## config.mk

```make
export PLATFORM = sky130hd
export DESIGN_NAME = vga_timing_gen_flat
export DESIGN_NICKNAME = d
export VERILOG_FILES = /design/src/rtl/vga_timing_if.sv /design/src/rtl/vga_timing_gen.sv /design/src/flat_wrapper.sv
export SDC_FILE = /design/constraint.sdc
export NUM_CORES = 1
export LEC_CHECK = 0
export CAP_MARGIN = 10
export CORE_MARGIN = 8
export CORE_UTILIZATION = 57
export DETAILED_ROUTE_END_ITERATION = 8
export HOLD_SLACK_MARGIN = 0.02
export PLACE_DENSITY = 0.86
export SYNTH_ARGS = -nofsm -noshare
export SYNTH_HDL_FRONTEND = slang
export SYNTH_SLANG_ARGS = --single-unit
export TNS_END_PERCENT = 1
```

## constraint.sdc

```tcl
create_clock -name clk -period 3.95 [get_ports clk]
set_input_delay 0.395 -clock clk [delete_from_list [all_inputs] [get_ports clk]]
set_output_delay 0.395 -clock clk [all_outputs]
set_load 0.005 [all_outputs]
```

## src/rtl/vga_timing_if.sv

```systemverilog
// ----------------------------------------------------------------------------
// vga_timing_if
//   Bundle of raster timing signals produced by vga_timing_gen and consumed by
//   the colour/pixel stage.
//
//   Signals:
//     hsync      horizontal sync, at level SYNC_ACTIVE during the pulse
//     vsync      vertical sync, at level SYNC_ACTIVE during the pulse
//     blank_n    1 = current pixel lies in the active area
//     row        active-area line index (0 outside the active area)
//     column     active-area pixel index (0 outside the active area)
//     frame_tick one-pixel pulse at the first line of vertical blanking
//     pix_en     pixel enable
//
//   Handshake: pix_en is the only qualifier and behaves as a valid with no
//   ready. A new pixel (row/column/blank_n/sync/frame_tick) is presented after
//   every clk edge at which pix_en was 1 and is held until the next such edge.
//   The raster can never be stalled by the sink, so there is no back-pressure.
//
//   Modports:
//     master  driven by the timing generator
//     slave   observed by the colour stage
// ----------------------------------------------------------------------------
interface vga_timing_if;
  logic       hsync;
  logic       vsync;
  logic       blank_n;
  logic [8:0] row;
  logic [9:0] column;
  logic       frame_tick;
  logic       pix_en;

  modport master (
    output hsync,
    output vsync,
    output blank_n,
    output row,
    output column,
    output frame_tick,
    output pix_en
  );

  modport slave (
    input hsync,
    input vsync,
    input blank_n,
    input row,
    input column,
    input frame_tick,
    input pix_en
  );
endinterface

```

## src/rtl/vga_timing_gen.sv

```systemverilog
// ----------------------------------------------------------------------------
// vga_timing_gen
//   Raster timing source for the Tetris display path. Generates active-area
//   coordinates, blank_n, hsync/vsync and a once-per-frame game tick.
//   Default geometry is 640x480@60 Hz on an 800x525 raster.
//
//   Ports:
//     clk   system clock (pixel clock, or 2x pixel clock with PIXEL_DIV2_EN)
//     rst   asynchronous active-low reset
//     vga   vga_timing_if.master: hsync, vsync, blank_n, row, column,
//           frame_tick, pix_en
//
//   Optional build macro PIXEL_DIV2_EN:
//     defined   - clk is twice the pixel rate; an internal toggle flop makes
//                 pix_en high on every second clk (first one on the 2nd clk
//                 after reset release).
//     undefined - pix_en is tied high and clk is the pixel clock.
//
//   Timing model: h_cnt/v_cnt hold the position of the pixel that will be
//   emitted at the next pix_en edge. On that edge the decoded position is
//   registered onto the outputs while the counters step on, so row, column
//   and blank_n always describe the pixel on the wire with no skew between
//   them. hsync/vsync get SYNC_DELAY (0..3) further pixel stages so they can
//   line up with downstream RGB registering.
// ----------------------------------------------------------------------------
module vga_timing_gen #(
  parameter int H_ACTIVE    = 640,
  parameter int H_FP        = 16,
  parameter int H_SYNC      = 96,
  parameter int H_BP        = 48,
  parameter int V_ACTIVE    = 480,
  parameter int V_FP        = 10,
  parameter int V_SYNC      = 2,
  parameter int V_BP        = 33,
  parameter bit SYNC_ACTIVE = 1'b0,
  parameter int SYNC_DELAY  = 1
) (
  input  logic         clk,
  input  logic         rst,
  vga_timing_if.master vga
);

  localparam int H_TOTAL = H_ACTIVE + H_FP + H_SYNC + H_BP;
  localparam int V_TOTAL = V_ACTIVE + V_FP + V_SYNC + V_BP;

  localparam logic [9:0] H_ACT_C    = 10'(H_ACTIVE);
  localparam logic [9:0] H_SYNC_BEG = 10'(H_ACTIVE + H_FP);
  localparam logic [9:0] H_SYNC_END = 10'(H_ACTIVE + H_FP + H_SYNC);
  localparam logic [9:0] H_LAST     = 10'(H_TOTAL - 1);
  localparam logic [9:0] V_ACT_C    = 10'(V_ACTIVE);
  localparam logic [9:0] V_SYNC_BEG = 10'(V_ACTIVE + V_FP);
  localparam logic [9:0] V_SYNC_END = 10'(V_ACTIVE + V_FP + V_SYNC);
  localparam logic [9:0] V_LAST     = 10'(V_TOTAL - 1);

  // Sync idle level, used for reset fill of the delay pipes.
  localparam logic SYNC_IDLE = ~SYNC_ACTIVE;

  // --------------------------------------------------------------------------
  // Pixel enable
  // --------------------------------------------------------------------------
  logic pix_en;

`ifdef PIXEL_DIV2_EN
  logic pix_tgl;

  // Resets to 0, so the first clk after release only arms the toggle and the
  // first pixel edge is the second clk.
  always_ff @(posedge clk or negedge rst) begin
    if (!rst) begin
      pix_tgl <= 1'b0;
    end else begin
      pix_tgl <= ~pix_tgl;
    end
  end

  assign pix_en = pix_tgl;
`else
  assign pix_en = 1'b1;
`endif

  // --------------------------------------------------------------------------
  // Raster counters and position decode
  // --------------------------------------------------------------------------
  logic [9:0] h_cnt;
  logic [9:0] v_cnt;
  logic [9:0] h_nxt;
  logic [9:0] v_nxt;
  logic       h_last;
  logic       v_last;
  logic       h_act;
  logic       v_act;
  logic       active_d;
  logic [9:0] column_d;
  logic [8:0] row_d;
  logic       hsync_raw;
  logic       vsync_raw;
  logic       tick_d;

  always_comb begin
    h_last    = 1'b0;
    v_last    = 1'b0;
    h_nxt     = h_cnt;
    v_nxt     = v_cnt;
    h_act     = 1'b0;
    v_act     = 1'b0;
    active_d  = 1'b0;
    column_d  = '0;
    row_d     = '0;
    hsync_raw = SYNC_IDLE;
    vsync_raw = SYNC_IDLE;
    tick_d    = 1'b0;

    // Next position: both counters wrap on the same edge at the raster end.
    h_last = (h_cnt == H_LAST);
    v_last = (v_cnt == V_LAST);
    if (h_last) begin
      h_nxt = '0;
      v_nxt = v_last ? 10'd0 : v_cnt + 10'd1;
    end else begin
      h_nxt = h_cnt + 10'd1;
    end

    // Decode of the position about to be emitted.
    h_act    = (h_cnt < H_ACT_C);
    v_act    = (v_cnt < V_ACT_C);
    active_d = h_act && v_act;
    column_d = h_act ? h_cnt : 10'd0;
    // row tracks the line independently of horizontal blanking.
    row_d    = v_act ? v_cnt[8:0] : 9'd0;

    if ((h_cnt >= H_SYNC_BEG) && (h_cnt < H_SYNC_END)) begin
      hsync_raw = SYNC_ACTIVE;
    end
    // vsync covers whole lines, so it depends on v_cnt only.
    if ((v_cnt >= V_SYNC_BEG) && (v_cnt < V_SYNC_END)) begin
      vsync_raw = SYNC_ACTIVE;
    end

    tick_d = (h_cnt == 10'd0) && (v_cnt == V_ACT_C);
  end

  always_ff @(posedge clk or negedge rst) begin
    if (!rst) begin
      h_cnt <= '0;
      v_cnt <= '0;
    end else if (pix_en) begin
      h_cnt <= h_nxt;
      v_cnt <= v_nxt;
    end
  end

  // --------------------------------------------------------------------------
  // Registered pixel outputs
  // --------------------------------------------------------------------------
  logic       blank_n_q;
  logic [9:0] column_q;
  logic [8:0] row_q;
  logic       frame_tick_q;

  always_ff @(posedge clk or negedge rst) begin
    if (!rst) begin
      blank_n_q    <= 1'b0;
      column_q     <= '0;
      row_q        <= '0;
      frame_tick_q <= 1'b0;
    end else if (pix_en) begin
      blank_n_q    <= active_d;
      column_q     <= column_d;
      row_q        <= row_d;
      frame_tick_q <= tick_d;
    end else begin
      // Holding edge: keep the pixel but never let the tick span two clks.
      frame_tick_q <= 1'b0;
    end
  end

  // --------------------------------------------------------------------------
  // Sync delay pipes
  //   Stage 0 is aligned with blank_n; stage SYNC_DELAY drives the port.
  // --------------------------------------------------------------------------
  logic [SYNC_DELAY:0] hs_pipe;
  logic [SYNC_DELAY:0] vs_pipe;

  always_ff @(posedge clk or negedge rst) begin
    if (!rst) begin
      hs_pipe <= {(SYNC_DELAY + 1){SYNC_IDLE}};
      vs_pipe <= {(SYNC_DELAY + 1){SYNC_IDLE}};
    end else if (pix_en) begin
      hs_pipe[0] <= hsync_raw;
      vs_pipe[0] <= vsync_raw;
      for (int i = 1; i <= SYNC_DELAY; i++) begin
        hs_pipe[i] <= hs_pipe[i-1];
        vs_pipe[i] <= vs_pipe[i-1];
      end
    end
  end

  // --------------------------------------------------------------------------
  // Interface drive
  // --------------------------------------------------------------------------
  assign vga.hsync      = hs_pipe[SYNC_DELAY];
  assign vga.vsync      = vs_pipe[SYNC_DELAY];
  assign vga.blank_n    = blank_n_q;
  assign vga.row        = row_q;
  assign vga.column     = column_q;
  assign vga.frame_tick = frame_tick_q;
  assign vga.pix_en     = pix_en;

endmodule

```

## src/flat_wrapper.sv

```systemverilog
// flat-port wrapper written by rule: the top's interface ports become plain ports
module vga_timing_gen_flat 
#(
  parameter int H_ACTIVE    = 640,
  parameter int H_FP        = 16,
  parameter int H_SYNC      = 96,
  parameter int H_BP        = 48,
  parameter int V_ACTIVE    = 480,
  parameter int V_FP        = 10,
  parameter int V_SYNC      = 2,
  parameter int V_BP        = 33,
  parameter bit SYNC_ACTIVE = 1'b0,
  parameter int SYNC_DELAY  = 1
)
  (clk, rst, vga_hsync, vga_vsync, vga_blank_n, vga_row, vga_column, vga_frame_tick, vga_pix_en);
  vga_timing_if vga_i ();
  input  logic clk;
  input  logic rst;
  output wire logic [$bits(vga_i.hsync)-1:0] vga_hsync;
  output wire logic [$bits(vga_i.vsync)-1:0] vga_vsync;
  output wire logic [$bits(vga_i.blank_n)-1:0] vga_blank_n;
  output wire logic [$bits(vga_i.row)-1:0] vga_row;
  output wire logic [$bits(vga_i.column)-1:0] vga_column;
  output wire logic [$bits(vga_i.frame_tick)-1:0] vga_frame_tick;
  output wire logic [$bits(vga_i.pix_en)-1:0] vga_pix_en;
  assign vga_hsync = vga_i.hsync;
  assign vga_vsync = vga_i.vsync;
  assign vga_blank_n = vga_i.blank_n;
  assign vga_row = vga_i.row;
  assign vga_column = vga_i.column;
  assign vga_frame_tick = vga_i.frame_tick;
  assign vga_pix_en = vga_i.pix_en;
  vga_timing_gen #(.H_ACTIVE(H_ACTIVE), .H_FP(H_FP), .H_SYNC(H_SYNC), .H_BP(H_BP), .V_ACTIVE(V_ACTIVE), .V_FP(V_FP), .V_SYNC(V_SYNC), .V_BP(V_BP), .SYNC_ACTIVE(SYNC_ACTIVE), .SYNC_DELAY(SYNC_DELAY)) u_core (.clk(clk), .rst(rst), .vga(vga_i));
endmodule
```

==> metrics.md <==
| Metric | Value |
|---|---|
| PostCTS Resize Cnt | `0` |
| Setup TNS | `0 ns` |
| WP data arrival | `approximately 2.7 ns` |
| Grt ovf | `0` |
| Placed cells | `218` |
| Num rows | `20` |
| Count leader, synth | `dfrtp_1` |
| Clock group share of total power | `roughly 36%` |
| Hold WC Path Type | `input port to asynchronous set/reset pin` |
| Mapped Nets | `164` |
| Die Wd | `73.2 um` |
| Starting Density | `60.6%` |
| YS warnings | `0` |
| Final Hold Fails | `0` |
| Die H | `73.2 um` |
| Minimum clock period | `2.47 ns` |
| Gate Count Post-Synth | `158` |
| Required time of the critical path | `4.19 ns` |
| Synth Flop Type | `dfrtp_1` |
| Final setup skew | `0.00812 ns` |
| Synth-to-Final Area Change | `17.1%` |
| Seq pwr share | `63.0%` |
| Layout Utilization | `71.0%` |
| Initial DRT Pass Iterations | `4` |
| Netlist Area Pre-Place | `1870 um2` |
| Die ar. | `5360 um2` |
| Internal power | `between 0.5 and 0.6 mW` |
| Synth top area share | `55.0%` |
| Bufs and invs on worst path | `0` |
| CTS Root Buffer Type | `clkbuf_4` |
| Worst Max-Slew Pin Slew | `1.10 ns` |
| Crit path cell chain | `ha_1 -> nand4_1 -> nor3_1 -> nand4_1 -> mux2_2` |
| Max-Cap Viols | `0` |
| Core footprint | `approximately 3100 um2` |
| FF+latch count, synth | `45` |
| Wirelength per Cell | `14.5 um` |
| Top cells by area, synth | `dfrtp_1 55%, dfstp_2 5.6%, and2_1 5.4%, xor2_1 2.8%, ha_1 2.7%` |
| Synth cell count leaders | `41 x dfrtp_1, 16 x and2_1, 10 x nand3_1, 7 x nand4_1, 7 x nor2_1` |
| # clock sinks | `45` |
| Crit. End Element | `flop` |
| P_sw | `0.141 mW` |
| Final nets | `187` |
| # H-tree levels | `2` |
| # DRC | `0` |
| Hold WS | `0.179 ns` |
| Maximum fanout along the worst path | `11` |
| Vias in the first global route | `1204` |
| Antenna violations before repair | `0` |
| Number of synthesized flops with an enable pin | `0` |
| CTS tree | `yes` |
| Port bufs | `24` |
| Slew margin rel. | `26.3%` |
| Count of pins over their slew limit | `0` |
| IO Pins | `26` |
| Setup bufs post-CTS | `0` |
| Vias per std cell | `around 5.5` |
| Final Cycle Share | `62.6%` |
| Area after DPL | `around 2100 um2` |
| Post-DP HPWL | `2370 um` |
| Peak supply drop | `0.234 mV` |
| CTS hold repair buffers | `0` |
| Max Freq | `0.405 GHz` |
| CP peak stage delay | `about 0.95 ns` |
| RSZ-0062 raised after global routing | `false` |
| Total Routing Usage GR | `between 10% and 20%` |
| Design area | `2180 um2` |
| Startpoint types | `flop` |
| Num CTS Buffers | `5` |
| Family with the most delay on the worst path | `simple AND/OR/NAND/NOR gates` |
| Antenna diode count | `0` |
| Leakage | `0.991 nW` |
| CP most frequent cell | `nand4_1` |
| Yosys top cell by area | `dfrtp_1` |
| Net Sw Frac | `19.3%` |
| Seq/Total Area, Yosys | `between 60% and 70%` |
| Routed vias | `about 1200` |
| Pin count of the biggest net entering global routing | `46` |
| First-pass GRT wire length | `approximately 5300 um` |
| WS Path Type | `flop to flop` |
| Drt total wl | `roughly 3300 um` |
| Critical-path top delay cell | `nor3_1` |
| Yosys cell types | `36` |
| Layout cells sized above 1 | `between 8 and 9%` |
| Setup Viol. Count Final | `0` |
| Avg Inst Size Synth | `between 10 and 15 um2` |
| Detailed router's first-iteration violation count | `90` |
| Power Dens Cells | `335 nW/um2` |
| Combinational Power Share | `1.2%` |
| Clk_lat worst skew | `0.34 ns` |
| Clk slew on worst S/H paths | `0.12 ns` |
| Layout Cells excl Fill | `225` |
| Clk buf depth | `2` |
| Post-route ant nets | `0` |
| Final GP Congestion | `just under 0.9` |
| Status | `complete, no violations` |
| Async S/R FF share, synth | `100%` |
[final timing paths]
| check | startpoint | end | slack [ns] | cells after the start |
|---|---|---|---|---|
| max reg2reg | u_core.h_cnt[0] | u_core.v_cnt[4] | 1.48 | 5 |
| max in group asynchronous | rst | u_core.v_cnt[4] | 3.20 | 1 |
| max | u_core.h_cnt[0] | u_core.v_cnt[4] | 1.48 | 5 |
| min in group clk | u_core.hs_pipe[0] | u_core.hs_pipe[1] | 0.37 | 0 |
| min reg2reg | u_core.hs_pipe[0] | u_core.hs_pipe[1] | 0.37 | 0 |
| min | rst | u_core.h_cnt[6] | 0.18 | 1 |
[per-stage QoR]
stage / worst slack, ns / total power [mW]
after global routing: 1.25 / 0.756
final: 1.48 / 0.731
after global placement: 1.66 / 0.479
after CTS: 1.50 / 0.736
after detailed placement: 1.53 / 0.479
after floorplan: 2.19 / 0.471
[layer usage]
metal / vias to the layer above / share of wire [%] / track usage (%)
li1: 587 / - / -
met1: 609 / 44 / 14.5
met2: 38 / 46 / 21.3
met3: 5 / 7.6 / 4.67
met4: 0 / 1.5 / 6.67
met5: - / 0 / 0
[registers in the layout, summed over array words and instances, names as in the netlist]
name and flops:
u_core.vga.column 10, u_core.vga.frame_tick 1, u_core.hs_pipe 2, u_core.vga.blank_n 1, u_core.v_cnt 10, u_core.vga.row 9
u_core.vs_pipe 2, u_core.h_cnt 10
[final cells by class]
| type | instances | area [um2] |
|---|---|---|
| clock buffers | 5 | 37.5 |
| clock inverters | 2 | 35.0 |
| fillers | 232 | 893 |
| inverters | 4 | 15.0 |
| multi-input cells | 101 | 676 |
| flip-flops and latches | 45 | 1130 |
| well taps | 44 | 55.1 |
| repair buffers | 24 | 235 |
[logic make-up (layout without fill, tap and decap cells)]
kind of cell,after synthesis,count (layout),synth area share (%)
buf+inv,12,35,3.15
other cells,1,1,0.201
flops,45,45,60.6
fa+ha+maj,4,4,2.68
mux,1,1,0.604
compound gates,14,14,5.03
simple gates,71,71,23.0
xor+xnor,10,10,4.69
[cells in the final DEF, fill, tap and decap left out]
cell             synthesis  routed
nand3_1                 10      10
or3_1                    1       1
nor3_1                   5       5
o22ai_1                  1       1
buf_2                    2       1
bufinv_16                0       1
o31ai_1                  2       2
dfstp_2                  4       4
ha_1                     4       4
a21oi_1                  2       2
clkbuf_4                 0       5
conb_1                   1       1
clkinv_2                 0       1
and2_1                  16      16
a2bb2oi_1                1       1
o21ai_0                  4       4
nor2_1                   7       7
o211a_1                  1       1
inv_1                    4       4
a211o_1                  1       1
xor2_1                   6       6
and3_1                   5       5
and4_1                   2       2
or3_4                    2       2
nor4bb_1                 1       1
nor3b_1                  3       3
nand4_1                  7       7
xnor2_1                  4       4
nor4_1                   1       1
o21a_1                   2       2
clkdlybuf4s50_1          0      23
mux2_2                   1       1
nor4_2                   1       1
nand2_1                  5       5
dfrtp_1                 41      41
nor2b_1                  3       3
nor4b_1                  2       2
[power groups by stage]
stage,logic (mW),registers (mW),clock network [mW]
after floorplan,0.000924,0.470,0
after global placement,0.00910,0.469,0
after detailed placement,0.00933,0.469,0
after CTS,0.00929,0.461,0.266
after global routing,0.0106,0.461,0.285
final,0.00860,0.461,0.262
Note: power is estimated with default switching activity, not from simulation.
